## src/rtl/rr_mux_4x1_stream.sv

```systemverilog
// Four-channel round-robin stream merger with a registered, source-tagged output.
// Define RR_MUX_GRANT_CNT_EN to add saturating per-channel grant counters.
module rr_mux_4x1_stream #(
    parameter int WIDTH = 8
) (
    input  logic               clk,
    input  logic               rst_n,
    input  logic [3:0]         in_valid,
    input  logic [4*WIDTH-1:0] in_data,
    output logic [3:0]         in_ready,
    output logic               out_valid,
    output logic [WIDTH-1:0]   out_data,
    output logic [1:0]         out_sel,
    input  logic               out_ready
`ifdef RR_MUX_GRANT_CNT_EN
    ,
    output logic [4*16-1:0]    grant_cnt
`endif
);

    logic [1:0]       r_last;
    logic             r_out_valid;
    logic [WIDTH-1:0] r_out_data;
    logic [1:0]       r_out_sel;

    logic             w_load;
    logic             w_gnt_vld;
    logic [1:0]       w_gnt;
    logic             w_xfer;
    logic [1:0]       w_idx;

    assign w_load = rst_n & (~r_out_valid | out_ready);

    // Scan from the channel after the last winner, wrapping back to it.
    always_comb begin
        w_gnt_vld = 1'b0;
        w_gnt     = 2'd0;
        w_idx     = 2'd0;
        for (int i = 1; i <= 4; i++) begin
            w_idx = r_last + 2'(i);
            if (!w_gnt_vld && in_valid[w_idx]) begin
                w_gnt_vld = 1'b1;
                w_gnt     = w_idx;
            end
        end
    end

    assign w_xfer = w_gnt_vld & w_load;

    always_comb begin
        in_ready = 4'b0000;
        if (w_xfer) begin
            in_ready[w_gnt] = 1'b1;
        end
    end

    always_ff @(posedge clk) begin
        if (!rst_n) begin
            r_last      <= 2'd3;
            r_out_valid <= 1'b0;
            r_out_data  <= '0;
            r_out_sel   <= 2'd0;
        end else if (w_xfer) begin
            r_last      <= w_gnt;
            r_out_valid <= 1'b1;
            r_out_data  <= in_data[w_gnt*WIDTH +: WIDTH];
            r_out_sel   <= w_gnt;
        end else if (out_ready) begin
            r_out_valid <= 1'b0;
        end
    end

    assign out_valid = r_out_valid;
    assign out_data  = r_out_data;
    assign out_sel   = r_out_sel;

`ifdef RR_MUX_GRANT_CNT_EN
    logic [15:0] r_cnt [4];

    for (genvar k = 0; k < 4; k++) begin : g_cnt
        always_ff @(posedge clk) begin
            if (!rst_n) begin
                r_cnt[k] <= 16'd0;
            end else if (w_xfer && w_gnt == 2'(k)
                         && r_cnt[k] != 16'hFFFF) begin
                r_cnt[k] <= r_cnt[k] + 16'd1;
            end
        end
        assign grant_cnt[k*16 +: 16] = r_cnt[k];
    end
`endif

endmodule

```

## config.mk

```make
export PLATFORM = sky130hd
export DESIGN_NAME = rr_mux_4x1_stream
export DESIGN_NICKNAME = d
export VERILOG_FILES = /design/src/rtl/rr_mux_4x1_stream.sv
export SDC_FILE = /design/constraint.sdc
export NUM_CORES = 1
export LEC_CHECK = 0
export BUFFER_PORTS_ARGS = -buffer_cell sky130_fd_sc_hd__buf_2
export CAP_MARGIN = 10
export CORE_MARGIN = 4
export CORE_UTILIZATION = 42
export CTS_CLUSTER_DIAMETER = 60
export CTS_CLUSTER_SIZE = 30
export DETAILED_ROUTE_END_ITERATION = 8
export GPL_ROUTABILITY_DRIVEN = 0
export PLACE_DENSITY = 0.89
export SYNTH_ARGS = -nofsm -noshare
export SYNTH_HDL_FRONTEND = slang
export SYNTH_SLANG_ARGS = --single-unit
```

## constraint.sdc

```tcl
create_clock -name clk -period 2 [get_ports clk]
set_clock_uncertainty 0.1 [all_clocks]
set_input_delay 0 -clock clk [delete_from_list [all_inputs] [get_ports clk]]
set_output_delay 0 -clock clk [all_outputs]
set_load 0.05 [all_outputs]
```

==> results of run 1 <==
==> registers in the layout (all words and copies together) (netlist names) <==
name and count:
out_data 8, out_sel 2, out_valid 1, r_last 2
==> worst max path at each step <==
stage	from	endpoint	slack, ns
final	r_last[1]$_SDFFE_PN1P_	in_ready[0]	0.11
after global routing	r_last[0]$_SDFFE_PN1P_	in_ready[2]	0.002
after CTS	r_last[0]$_SDFFE_PN1P_	in_ready[1]	-0.01
after detailed placement	out_valid$_SDFFE_PN0P_	out_data[3]$_SDFFE_PN0P_	0.25
after global placement	out_valid$_SDFFE_PN0P_	in_ready[2]	0.33
after floorplan	out_valid$_SDFFE_PN0P_	in_ready[2]	0.07
==> critical path, stage by stage, from the launching register on <==
cell      delay [ns]
dfxtp_1         0.49
o21ai_0         0.17
nor2_1          0.14
o211ai_1        0.11
buf_4           0.19
nor2_1          0.11
buf_2           0.28
==> layout make-up <==
type | count | area share [%]
flip-flops and latches | 13 | 17.9
inverters | 1 | 0.258
multi-input cells | 83 | 40.6
repair buffers | 81 | 37.0
clock buffers | 3 | 1.55
clock inverters | 1 | 0.344
well taps | 27 | 2.32
==> through the flow <==
stage | worst slack (ns) | total power [W]
floorplan | 0.0685 | 0.000611
global placement | 0.334 | 0.000709
detailed placement | 0.250 | 0.000721
CTS | -0.0106 | 0.000925
global route | 0.00247 | 0.000988
finish | 0.112 | 0.000946
==> per-layer routing <==
metal,up-vias,GRT usage [%]
li1,551,-
met1,550,29.7
met2,63,40.5
met3,9,3.88
met4,0,11.5
met5,-,0
==> layout by cell type, fill, tap and decap left out, types with 2 or more instances in the layout <==
| master | synthesis | routed |
|---|---|---|
| nor2b_1 | 4 | 3 |
| o211ai_1 | 9 | 9 |
| nand2_1 | 9 | 9 |
| buf_2 | 3 | 51 |
| o31ai_1 | 8 | 8 |
| buf_4 | 0 | 5 |
| nand2b_1 | 3 | 2 |
| o21ai_0 | 2 | 2 |
| dlygate4sd3_1 | 0 | 23 |
| o21ai_1 | 2 | 2 |
| nor2_1 | 7 | 7 |
| a21o_1 | 9 | 8 |
| mux2i_1 | 10 | 10 |
| clkbuf_4 | 0 | 5 |
| dfxtp_1 | 13 | 13 |
| nand4_1 | 8 | 8 |
==> power groups by stage <==
stage	clock, W	sequential, W	combinational, W
final	0.000177	0.000318	0.000452
after global routing	0.000186	0.000321	0.000481
after CTS	0.000173	0.000315	0.000437
after detailed placement	0	0.000320	0.000400
after global placement	0	0.000319	0.000391
after floorplan	0	0.000420	0.000190
==> kinds of logic (layout without fill, tap and decap cells) <==
group                  count (synthesis)  in the layout  share of synthesized area, %
AND/OR/NAND/NOR                       36             36                          22.8
flip-flops                            13             13                          29.6
AO/OA/AOI/OAI                         37             37                          30.2
multiplexers                          10             10                          11.4
buffers and inverters                  9             86                          5.98
==> timing repair <==
| item | CTS | global route |
|---|---|---|
| pin swaps | 0 | 1 |
| gates resized for setup | 1 | 7 |
| setup buffers | 0 | 0 |
| endpoints found under the setup margin | 3 | 4 |
| endpoints found under the hold margin | 12 | 0 |
| hold buffers | 23 | 0 |
==> results.md, run 1 <==
- Area occupied by multi-input gates: 591 um2
- Crit. End Element: primary output
- Fmax achieved: ~530 MHz
- Post-synthesis sequential area ratio: between 20 and 30%
- WS Path Type: reg -> out
- Top-count cell post-synth: dfxtp_1
- Final Max Tran Viols: 0
- Root buffer selected by CTS: clkbuf_4
- Reg2reg setup slack: roughly 0.30 ns
- Worst min-delay path startpoint: in_data[14]
- Max Used Layer: met4
- Largest net degree at the start of global routing: 12
- Placed insts: 182
- Clock transition at path regs: around 0.10 ns
- Worst Hold Class: in -> reg
- Reg2reg path depth: 6
- Post-route insts no fill: around 210
- Initial core utilization: ~44%
- Ports: 54
- DRC: 0
- DR WL met3: about 230 um
- Sequential Power Share: about a third
- Sink Count: 13
- DR WL met2: between 1500 and 2000 um
- Storage cell area: approximately 260 um2
- Horiz. Die Dim: between 50 and 60 um
- Ys flop type: dfxtp_1
- Layout cells sized above 1: 38.5%
- Combinational share of power: a little under half
- Final period util: approximately 94%
- Violated checks: negative hold slack
- Placed Area: approximately 1200 um2
- Mapped Nets: ~140
- Synth Instances: approximately 110
- Cell leakage power: 0.706 nW
- Top cells by count, synth: 13 x dfxtp_1, 10 x mux2i_1, 9 x a21o_1, 9 x nand2_1, 9 x o211ai_1
- Switching share of power: between 40% and 50%
- Drt total wl: approximately 3300 um
- Finish-stage setup viols: 0
- Top cell type's share of synthesized area: just under 30%
- Capturing point of the worst reg2reg path: out_data[3]$_SDFFE_PN0P_
- Slew Limit Headroom: 52.6%
- Drt pass-1 iters: 4
- Global-route wire length before repair: 5000 um
- Min Hold Slack: -0.00924 ns
- Synth warn: 0
- FILL cells: around 150
- Synth Area per Inst: about 8.4 um2
- Hold Vio Cnt, Final: 2
- Nets@finish: between 200 and 250
- DR iter-0 viols: 21
- Max cap viols: 0
- Initial antenna violation count: 0
- Vias per std cell: between 5 and 6
- Count of different cell masters after synthesis: 26
- Switch Pwr: between 0.0004 and 0.0005 W
- Worst-Skew Late Latency: 0.28 ns
- Final core occ: about three quarters
- Worst Hold Depth: 4
- Core Region: 1980 um2
- Routed len/inst: 15.6 um
- Port Buffers: 53
- Vias in the first global route: between 1,000 and 1,500
- TritonCTS clock tree: built
- Critical Path Source Type: flop
- Final Cell Area: between 1000 and 1500 um2
- TNS Setup: 0 ns
- Pwr dens: approximately 650 nW/um2
- P_int: around 0.00054 W
- H-tree Lvls: 1
- Routed via count: roughly 1,200
- Die Y: around 54 um
- RSZ-0062 raised after global routing: no
- Outcome: complete, but fails checks
- Post-route minimum period: ~1.9 ns
- Full die area: around 2900 um2
- Reg2reg start: r_last[0]$_SDFFE_PN1P_
- Post-Syn Area: about 880 um2
- HPWL Detailed: ~2100 um
- Area leader, netlist: dfxtp_1
- Required @ worst endpoint: roughly 1.9 ns
- Total global routing overflow: 0
- Share of synthesized registers carrying an async set or reset: 0%
- Worst vdd ir: about 0.46 mV
- Longest Clk Path Bufs: 2
- Final ANT Viol Nets: 0
- ANT cells: 0
- Hold path endpoint: out_data[6]$_SDFFE_PN0P_
- Synth area leaders: dfxtp_1 30%, mux2i_1 11%, a21o_1 7.7%
- Number of synthesized flops with an enable pin: 0
- Gr usage total: between 20 and 25%
- M1 WL: around 1300 um
- Clock share of power: a little under a fifth
- Yosys reg bits: 13
- Critical path arrival: about 1.8 ns
- Std cell rows: 16
- CP Max Fanout: 11
- P&R area growth vs syn: 65.5%
- CTS Buf Count: 3
- Worst-Margin Slew: 0.709 ns
Note: power is estimated with default switching activity, not from simulation.
==> run 2: changes to the inputs <==
--- a/config.mk
+++ b/config.mk
@@ -6,7 +6,7 @@
 export NUM_CORES = 1
 export LEC_CHECK = 0
 export BUFFER_PORTS_ARGS = -buffer_cell sky130_fd_sc_hd__buf_2
-export CAP_MARGIN = 10
+export CORE_ASPECT_RATIO = 0.7
 export CORE_MARGIN = 4
 export CORE_UTILIZATION = 42
 export CTS_CLUSTER_DIAMETER = 60
==> run 2 against run 1 <==
  * The run still ends with negative hold slack left
  * Die area up 0.41%
  * Design area down 1.3%
  * Hold slack better by 0.0074 ns
  * Worst setup slack lost 0.035 ns
  * Critical path type unchanged
  * Critical endpoint unchanged
  * Largest cell class unchanged
  * Highest routed layer unchanged
==> results.md, run 2 (synthesis gave the netlist of run 1 again) <==
- Placed insts: ~180
- Max reg flops: 8
- Die Y: 46.3 um
- Outcome: complete, but fails checks
- Violated checks: negative hold slack
- Vias in the first global route: between 1,000 and 1,500
- Full die area: ~2900 um2
- Vias per std cell: 5.84
- Final Max Tran Viols: 0
- Post-route minimum period: 1.92 ns
- Std cell rows: 13
- Sink Count: 13
- Combinational share of power: a little under half
- Fmax achieved: 520 MHz
- Max cap viols: 0
- Switch Pwr: slightly above 0.0004 W
- CP Max Fanout: 6
- Slew Limit Headroom: between 60% and 70%
- P&R area growth vs syn: 63.4%
- Longest Clk Path Bufs: 2
- Total global routing overflow: 0
- Routed via count: around 1,200
- Worst vdd ir: ~0.46 mV
- Worst path max stage delay: around 0.42 ns
- Critical path arrival: between 1.5 and 2 ns
- DRC: 0
- Worst Hold Class: in -> reg
- Initial core utilization: 45.8%
- Slowest cell on the critical path: dfxtp_1
- P_int: roughly 0.00054 W
- Cell leakage power: 0.697 nW
- Clock transition at path regs: 0.09 ns
- Final ANT Viol Nets: 0
- Pwr dens: approximately 660 nW/um2
- DR iter-0 viols: 76
- Routed len/inst: between 15 and 20 um
- Drt pass-1 iters: 4
- Nets@finish: 221
- WS Path Type: reg -> out
- H-tree Lvls: 1
- Final core occ: approximately three quarters
- Core Region: roughly 1900 um2
- Root buffer selected by CTS: clkbuf_4
- Most frequent cells in the layout: 52 x buf_2, 20 x dlygate4sd3_1, 13 x dfxtp_1
- Sequential Power Share: roughly a third
- Global-route wire length before repair: between 5000 and 6000 um
- Switching share of power: 42.5%
- Ports: 54
- Layout cells sized above 1: between 40% and 50%
- Horiz. Die Dim: ~63 um
- ANT cells: 0
- Final period util: a little over nine tenths
- Clock share of power: between 10% and 20%
- Drt total wl: approximately 3300 um
- Finish-stage setup viols: 0
- Commonest non-fill, non-tap cell in the layout: buf_2
- TritonCTS clock tree: built
- Worst-Margin Slew: between 0.4 and 0.5 ns
- Critical Path Source Type: flop
- Worst-Skew Late Latency: 0.29 ns
- FILL cells: 117
- Post-route insts no fill: between 200 and 250
- Min Hold Slack: -0.00180 ns
- Initial antenna violation count: 0
- Port Buffers: 53
- CP Cell Sequence: nor2b_4, o21ai_1, nand3_1, nor2_1, buf_2
- Hold Vio Cnt, Final: 1
- Required @ worst endpoint: 1.90 ns
- Crit. End Element: primary output
- Gr usage total: a little under a quarter
- CTS Buf Count: 3
- Largest net degree at the start of global routing: 12
[run 2: routing by layer]
metal | vias to the layer above | track usage [%] | wire length [um] | share of wire [%]
li1 | 551 | - | - | -
met1 | 542 | 27.9 | 1340 | 40
met2 | 80 | 41.3 | 1600 | 48
met3 | 13 | 5.61 | 315 | 9.4
met4 | 0 | 10.5 | 74 | 2.2
met5 | - | 0 | 0 | 0
[run 2: cell type report]
type	count	area, um2	share of cell area, %
clock buffers	4	26.3	1.83
inverters	1	3.75	0.262
multi-input cells	83	597	41.6
well taps	22	27.5	1.92
flip-flops and latches	13	260	18.1
repair buffers	80	520	36.3
[run 2: timing repair]
action	CTS	global route
setup endpoints to repair	2	4
hold buffers	20	0
resized for setup	1	10
hold endpoints to repair	12	0
setup buffers	0	0
[run 2: path summary, 6_finish.rpt]
| path | from | to | slack [ns] | depth (start not counted) |
|---|---|---|---|---|
| max | r_last[0]$_SDFFE_PN1P_ | in_ready[0] | 0.08 | 5 |
| min | in_data[6] | out_data[6]$_SDFFE_PN0P_ | -0.002 | 4 |
| max reg2reg | r_last[0]$_SDFFE_PN1P_ | out_data[3]$_SDFFE_PN0P_ | 0.22 | 6 |
| min reg2reg | out_data[6]$_SDFFE_PN0P_ | out_data[6]$_SDFFE_PN0P_ | 0.39 | 2 |
[run 2: metrics by stage]
stage / setup TNS, ns / instance area [um2] / total power (W) / hold slack, ns / setup slack [ns]
final: 0 / 1440 / 0.000946 / -0.00180 / 0.0769
after global routing: -0.0175 / 1440 / 0.000987 / 0.0196 / -0.0175
after CTS: 0 / 1410 / 0.000924 / 0.000411 / 0.0124
after detailed placement: 0 / 1170 / 0.000724 / 0.125 / 0.301
after global placement: 0 / 1170 / 0.000710 / 0.120 / 0.328
after floorplan: 0 / 878 / 0.000611 / -0.0381 / 0.0685
[run 2: power by group through the flow]
stage	Clock, W	Combinational, W	Sequential (W)
6_report	0.000175	0.000453	0.000318
5_1_grt	0.000185	0.000480	0.000322
4_1_cts	0.000174	0.000435	0.000315
3_5_place_dp	0	0.000403	0.000321
3_3_place_gp	0	0.000392	0.000318
2_1_floorplan	0	0.000190	0.000420
[run 2: worst max-delay path, delay by kind of cell, from the launching register on]
| family | cells | cell delay (ns) |
|---|---|---|
| AO/OA/AOI/OAI | 1 | 0.40 |
| buffers and inverters | 1 | 0.27 |
| flip-flops | 1 | 0.42 |
| AND/OR/NAND/NOR | 3 | 0.45 |
